==> config.mk <==
export PLATFORM = sky130hd
export DESIGN_NAME = pid_wb_master
export DESIGN_NICKNAME = d
export VERILOG_FILES = /design/src/rtl/pid_wb_master.sv
export SDC_FILE = /design/constraint.sdc
export NUM_CORES = 1
export LEC_CHECK = 0
export CAP_MARGIN = 20
export CORE_ASPECT_RATIO = 1.5
export CORE_MARGIN = 1
export CORE_UTILIZATION = 44
export DETAILED_ROUTE_END_ITERATION = 12
export HOLD_SLACK_MARGIN = 0.05
export PLACE_DENSITY = 0.83
export SLEW_MARGIN = 25
export SYNTH_ARGS = -nofsm -noshare
export SYNTH_HDL_FRONTEND = slang
export SYNTH_SLANG_ARGS = --single-unit
export TNS_END_PERCENT = 1
==> constraint.sdc <==
create_clock -name i_clk -period 2 [get_ports i_clk]
set_clock_uncertainty 0.2 [all_clocks]
set_input_delay 0.3 -clock i_clk [delete_from_list [all_inputs] [get_ports i_clk]]
set_output_delay 0.3 -clock i_clk [all_outputs]
set_load 0.01 [all_outputs]
==> src/rtl/pid_wb_master.sv <==
// pid_wb_master: Wishbone classic master that programs the PID slave's gain
// and setpoint registers and, for every process-variable sample, writes the
// sample and reads back the control output.
// Optional ack watchdog: define PID_WB_MASTER_TIMEOUT_EN to enable it.
module pid_wb_master #(
   parameter logic [15:0] ADR_KP  = 16'h0000,
   parameter logic [15:0] ADR_KI  = 16'h0004,
   parameter logic [15:0] ADR_KD  = 16'h0008,
   parameter logic [15:0] ADR_SP  = 16'h000C,
   parameter logic [15:0] ADR_PV  = 16'h0010,
   parameter logic [15:0] ADR_UN  = 16'h0018,
   parameter int unsigned TIMEOUT = 64
) (
   input  logic        i_clk,
   input  logic        i_rst,
   input  logic        i_cfg_load,
   input  logic [31:0] i_kp,
   input  logic [31:0] i_ki,
   input  logic [31:0] i_kd,
   input  logic [31:0] i_sp,
   input  logic        i_pv_valid,
   input  logic [31:0] i_pv,
   output logic        o_wb_cyc,
   output logic        o_wb_stb,
   output logic        o_wb_we,
   output logic [15:0] o_wb_adr,
   output logic [31:0] o_wb_data,
   input  logic        i_wb_ack,
   input  logic [31:0] i_wb_data,
   output logic [31:0] o_un,
   output logic        o_un_valid,
   output logic        o_busy,
   output logic        o_overrun,
   output logic        o_err
);

   typedef enum logic [2:0] {
      S_IDLE  = 3'd0,
      S_CFG   = 3'd1,
      S_GAP   = 3'd2,
      S_PV_WR = 3'd3,
      S_UN_RD = 3'd4
   } state_t;

   state_t      state_q, state_d;
   state_t      last_q;          // bus state whose ack led into the current GAP
   logic [1:0]  cfg_idx_q;       // 0..3 -> KP, KI, KD, SP
   logic [31:0] kp_q, ki_q, kd_q, sp_q;
   logic [31:0] pv_q;
   logic [31:0] pend_pv_q;
   logic        pend_q;
   logic [31:0] un_q;
   logic        un_valid_q;
   logic        overrun_q;

   logic        bus_active;
   logic        ack_seen;
   logic        timeout_hit;
   logic        start_cfg;
   logic        start_pv;
   logic        pv_from_pend;
   logic        live_taken;

   // A request is on the bus in every non-IDLE, non-GAP state; ack only counts there.
   assign bus_active = (state_q == S_CFG) || (state_q == S_PV_WR) || (state_q == S_UN_RD);
   assign ack_seen   = bus_active && i_wb_ack;
   assign live_taken = start_pv && !pv_from_pend;

   // State register.
   // NOTE: sequential state uses non-blocking assignments so every flop samples pre-edge values.
   always_ff @(posedge i_clk) begin
      if (i_rst) state_q <= S_IDLE;
      else       state_q <= state_d;
   end

   // Next-state decode: config beats samples, pending beats a live sample.
   // NOTE: every signal gets a default first so no path can infer a latch.
   always_comb begin
      state_d      = state_q;
      start_cfg    = 1'b0;
      start_pv     = 1'b0;
      pv_from_pend = 1'b0;
      case (state_q)
         S_IDLE: begin
            if (i_cfg_load) begin
               start_cfg = 1'b1;
               state_d   = S_CFG;
            end else if (pend_q) begin
               start_pv     = 1'b1;
               pv_from_pend = 1'b1;
               state_d      = S_PV_WR;
            end else if (i_pv_valid) begin
               start_pv = 1'b1;
               state_d  = S_PV_WR;
            end
         end
         S_CFG, S_PV_WR, S_UN_RD: begin
            if (i_wb_ack)         state_d = S_GAP;
            else if (timeout_hit) state_d = S_IDLE;
         end
         S_GAP: begin
            case (last_q)
               S_CFG:   state_d = (cfg_idx_q == 2'd3) ? S_IDLE : S_CFG;
               S_PV_WR: state_d = S_UN_RD;
               default: state_d = S_IDLE;
            endcase
         end
         default: state_d = S_IDLE;
      endcase
   end

   // Sequencing bookkeeping: which transaction just finished and the config index.
   always_ff @(posedge i_clk) begin
      if (i_rst) begin
         last_q    <= S_IDLE;
         cfg_idx_q <= 2'd0;
      end else begin
         if (start_cfg)
            cfg_idx_q <= 2'd0;
         else if (state_q == S_GAP && last_q == S_CFG && cfg_idx_q != 2'd3)
            cfg_idx_q <= cfg_idx_q + 2'd1;
         if (ack_seen)
            last_q <= state_q;
      end
   end

   // Config values are frozen at CFG entry; loads during CFG are ignored.
   always_ff @(posedge i_clk) begin
      if (i_rst) begin
         kp_q <= '0;
         ki_q <= '0;
         kd_q <= '0;
         sp_q <= '0;
      end else if (start_cfg) begin
         kp_q <= i_kp;
         ki_q <= i_ki;
         kd_q <= i_kd;
         sp_q <= i_sp;
      end
   end

   // Sample latch and single-entry pending buffer (newest sample wins).
   always_ff @(posedge i_clk) begin
      if (i_rst) begin
         pv_q      <= '0;
         pend_pv_q <= '0;
         pend_q    <= 1'b0;
         overrun_q <= 1'b0;
      end else begin
         overrun_q <= 1'b0;
         if (start_pv)
            pv_q <= pv_from_pend ? pend_pv_q : i_pv;
         if (i_pv_valid && !live_taken) begin
            pend_pv_q <= i_pv;
            pend_q    <= 1'b1;
            overrun_q <= pend_q && !pv_from_pend;
         end else if (pv_from_pend) begin
            pend_q <= 1'b0;
         end
      end
   end

   // Control output capture on the readback ack.
   always_ff @(posedge i_clk) begin
      if (i_rst) begin
         un_q       <= '0;
         un_valid_q <= 1'b0;
      end else begin
         un_valid_q <= 1'b0;
         if (ack_seen && state_q == S_UN_RD) begin
            un_q       <= i_wb_data;
            un_valid_q <= 1'b1;
         end
      end
   end

   // Bus request decode; fields come straight from registered state so they hold until ack.
   always_comb begin
      o_wb_we   = 1'b0;
      o_wb_adr  = '0;
      o_wb_data = '0;
      case (state_q)
         S_CFG: begin
            o_wb_we = 1'b1;
            case (cfg_idx_q)
               2'd0:    begin o_wb_adr = ADR_KP; o_wb_data = kp_q; end
               2'd1:    begin o_wb_adr = ADR_KI; o_wb_data = ki_q; end
               2'd2:    begin o_wb_adr = ADR_KD; o_wb_data = kd_q; end
               default: begin o_wb_adr = ADR_SP; o_wb_data = sp_q; end
            endcase
         end
         S_PV_WR: begin
            o_wb_we   = 1'b1;
            o_wb_adr  = ADR_PV;
            o_wb_data = pv_q;
         end
         S_UN_RD: o_wb_adr = ADR_UN;
         default: ;
      endcase
   end

`ifdef PID_WB_MASTER_TIMEOUT_EN
   logic [31:0] to_cnt_q;
   logic        err_q;

   // Abandon after TIMEOUT consecutive request cycles without ack.
   assign timeout_hit = bus_active && !i_wb_ack && (to_cnt_q == TIMEOUT - 1);

   // Ack watchdog counter and sticky error flag.
   always_ff @(posedge i_clk) begin
      if (i_rst) begin
         to_cnt_q <= '0;
         err_q    <= 1'b0;
      end else begin
         if (!bus_active || i_wb_ack || timeout_hit) to_cnt_q <= '0;
         else                                        to_cnt_q <= to_cnt_q + 32'd1;
         if (timeout_hit) err_q <= 1'b1;
      end
   end

   assign o_err = err_q;
`else
   assign timeout_hit = 1'b0;
   assign o_err       = 1'b0;
`endif

   assign o_wb_cyc   = bus_active;
   assign o_wb_stb   = bus_active;
   assign o_un       = un_q;
   assign o_un_valid = un_valid_q;
   assign o_busy     = (state_q != S_IDLE);
   assign o_overrun  = overrun_q;

endmodule

==> qor.csv <==
metric,value,unit
insertion_delay,0.51,ns
ant_nets,0,
clkSinkCount,235,
dpl.hpwl,24.2,mm
dr.first_iter.drc_count,1130,
numCtsBuffers,23,
peakVddDrop,0.575,mV
clockBufferDepth,3,
portBuffers,269,
cts_root_buf,clkbuf_16,
drive_above_1_share,0.112,
cts_tree,built,
path_clk_slew,0.06,ns
first_global_vias,9719,
holdWs,0.124,ns
clock_power_share,0.381,
ys_ff_latch,235,
power_frac_comb,0.177,
via_count,10230,
dp_worst_setup_slack,-0.674,ns
power.leakage,5.21,nW
stdcell_area,14200,um^2
dr.max_layer_used,met4,
drc,0,
ys_async_sr_fraction,0,
hold_path.class,in2reg,
gp_congestion,0.919,
met3_length,2.81,mm
io_pins,284,
period_share,1.36,
start_util,0.452,
synthCells,1271,
core_area,22600,um^2
yosys_warnings,0,
hold_viol,0,
synth-main-ff-cell,dfxtp_1,
dieWidth,126,um
rsz0062_at_grt,yes,
fmax,367,MHz
drv_cap,0,
p_sw,3.19,mW
utilization,0.630,
p_int,8.66,mW
grt_pass1_wl,51.8,mm
area_growth,39.5,%
ys_types,42,
dpl_cell_area,13400,um^2
syn_area_per_cell,8.01,um^2
power_density,834,nW/um^2
place_inst,1757,
wire_per_inst,18.7,um
final_common_cell,nand2_1,
worstSetupStartpointType,flop,
outcome,finished with violations,
instances_no_fill,1807,
htreeDepth,1,
nets,1712,
p_sw_frac,0.269,
slew_viol_final,0,
antenna_found_initial,4,
min_path_cells,3,
syn-cell-area,10200,um^2
wirelength_met1,13.3,mm
die_h,188,um
path_class,reg2out,
critical_path.endpoint_type,output pin,
placementRows,67,
grt_max_degree,93,
reg2regPathDepth,6,
critPathMaxFanout,24,
synth-seq-area-share,0.462,
die_area,23800,um^2
fin_crit,2.72,ns
violations,setup timing,
seqPwrFrac,0.442,
setup_slack,-0.724,ns
wl,33.8,mm
critPathArrivalTime,2.22,ns
cp.required,1.50,ns
via_per_inst,5.66,
drt-pass1-iter-count,8,
synth_edf_count,0,
synth_top_area_cell,dfxtp_1,
setup_violations,70,
final_cell_mix,"nand2_1, dfxtp_1, clkdlybuf4s50_1, a21oi_1, nand2b_1",
yosysTopAreaCellShare,0.462,
ys_top_cells_by_area,"dfxtp_1, nand2_1, a21oi_1",
wl_met2,15.8,mm
grt.overflow.total,0,
grtUsageTotal,0.275,
==> flip-flops by register name, summed over array words and instances (netlist names) <==
signal / count
sp_q: 32
pend_q: 1
kp_q: 32
o_un_valid: 1
o_overrun: 1
state_q: 3
cfg_idx_q: 2
last_q: 3
pv_q: 32
kd_q: 32
ki_q: 32
o_un: 32
pend_pv_q: 32
==> cells by family (layout without fill, tap and decap cells) <==
| kind of cell | Yosys count | in the layout | share of synthesized area |
|---|---|---|---|
| AO/OA/AOI/OAI | 375 | 375 | 0.226 |
| flip-flops | 235 | 235 | 0.462 |
| multiplexers | 32 | 32 | 0.0314 |
| buffers and inverters | 142 | 385 | 0.0650 |
| adder cells (fa/ha/maj) | 4 | 4 | 0.00491 |
| AND/OR/NAND/NOR | 482 | 482 | 0.210 |
| other | 1 | 18 | 0.000368 |
==> synthesized netlist by cell type, types with 2 or more instances <==
cell and instances:
nand2_1 357, dfxtp_1 235, a21oi_1 199, nand2b_1 99, clkbuf_1 85, o21ai_0 70
a222oi_1 32, a22o_1 32, mux2i_1 32, o2111ai_1 31, buf_2 28, buf_4 15
inv_1 7, nor2_1 6, buf_6 5, ha_1 4, or3_1 4, buf_1 2
nand3b_1 2, nor4bb_1 2, o21a_1 2, or4b_2 2
==> power by group through the flow <==
stage | logic [mW] | registers, mW | clock network, mW
finish | 2.10 | 5.24 | 4.52
global placement | 2.02 | 5.34 | 0
detailed placement | 2.06 | 5.32 | 0
floorplan | 1.14 | 5.22 | 0
global route | 2.27 | 5.26 | 4.73
CTS | 2.07 | 5.22 | 4.55
==> final timing paths <==
path	start	end	slack, ns
max	cfg_idx_q[0]	o_wb_data[26]	-0.72
min	i_ki[20]	ki_q[20]	0.12
max reg2reg	cfg_idx_q[1]	state_q[0]	-0.21
min reg2reg	o_un[21]	o_un[21]	0.25
==> per-stage QoR <==
step,power (mW),setup TNS [ns]
floorplan,6.36,-0.357
finish,11.9,-23.75
detailed placement,7.39,-48.30
global route,12.3,-27.30
global placement,7.35,-35.32
CTS,11.8,-23.67
==> final cells by class <==
class	instances	area, um^2
Antenna cell	4	10.0
Inverter	7	28.8
Tap cell	276	345
Multi-Input combinational cell	907	4990
Sequential cell	235	4710
Clock inverter	11	149
Clock buffer	30	632
Fill cell	1874	8340
Timing Repair Buffer	337	3350
==> metal layers <==
layer	track usage	up-vias
li1	-	4823
met1	0.350	4796
met2	0.442	515
met3	0.0449	96
met4	0.154	0
met5	0	-
==> worst max-delay path, stage by stage, from the launching register on <==
cell and delay [ns]:
dfxtp_4 0.36, buf_12 0.12, ha_4 0.17, buf_12 0.15, a222oi_1 0.42, o21ai_1 0.12, a22o_1 0.22, buf_2 0.15
==> repair_timing <==
item                                    CTS  global route
pin swaps                                69            24
gates cloned                              1             0
buffers inserted                          3             0
hold buffers                              1             0
endpoints found under the setup margin   88           103
resized for setup                       205            21
endpoints found under the hold margin    13             0
(Power assumes the default switching activity.)
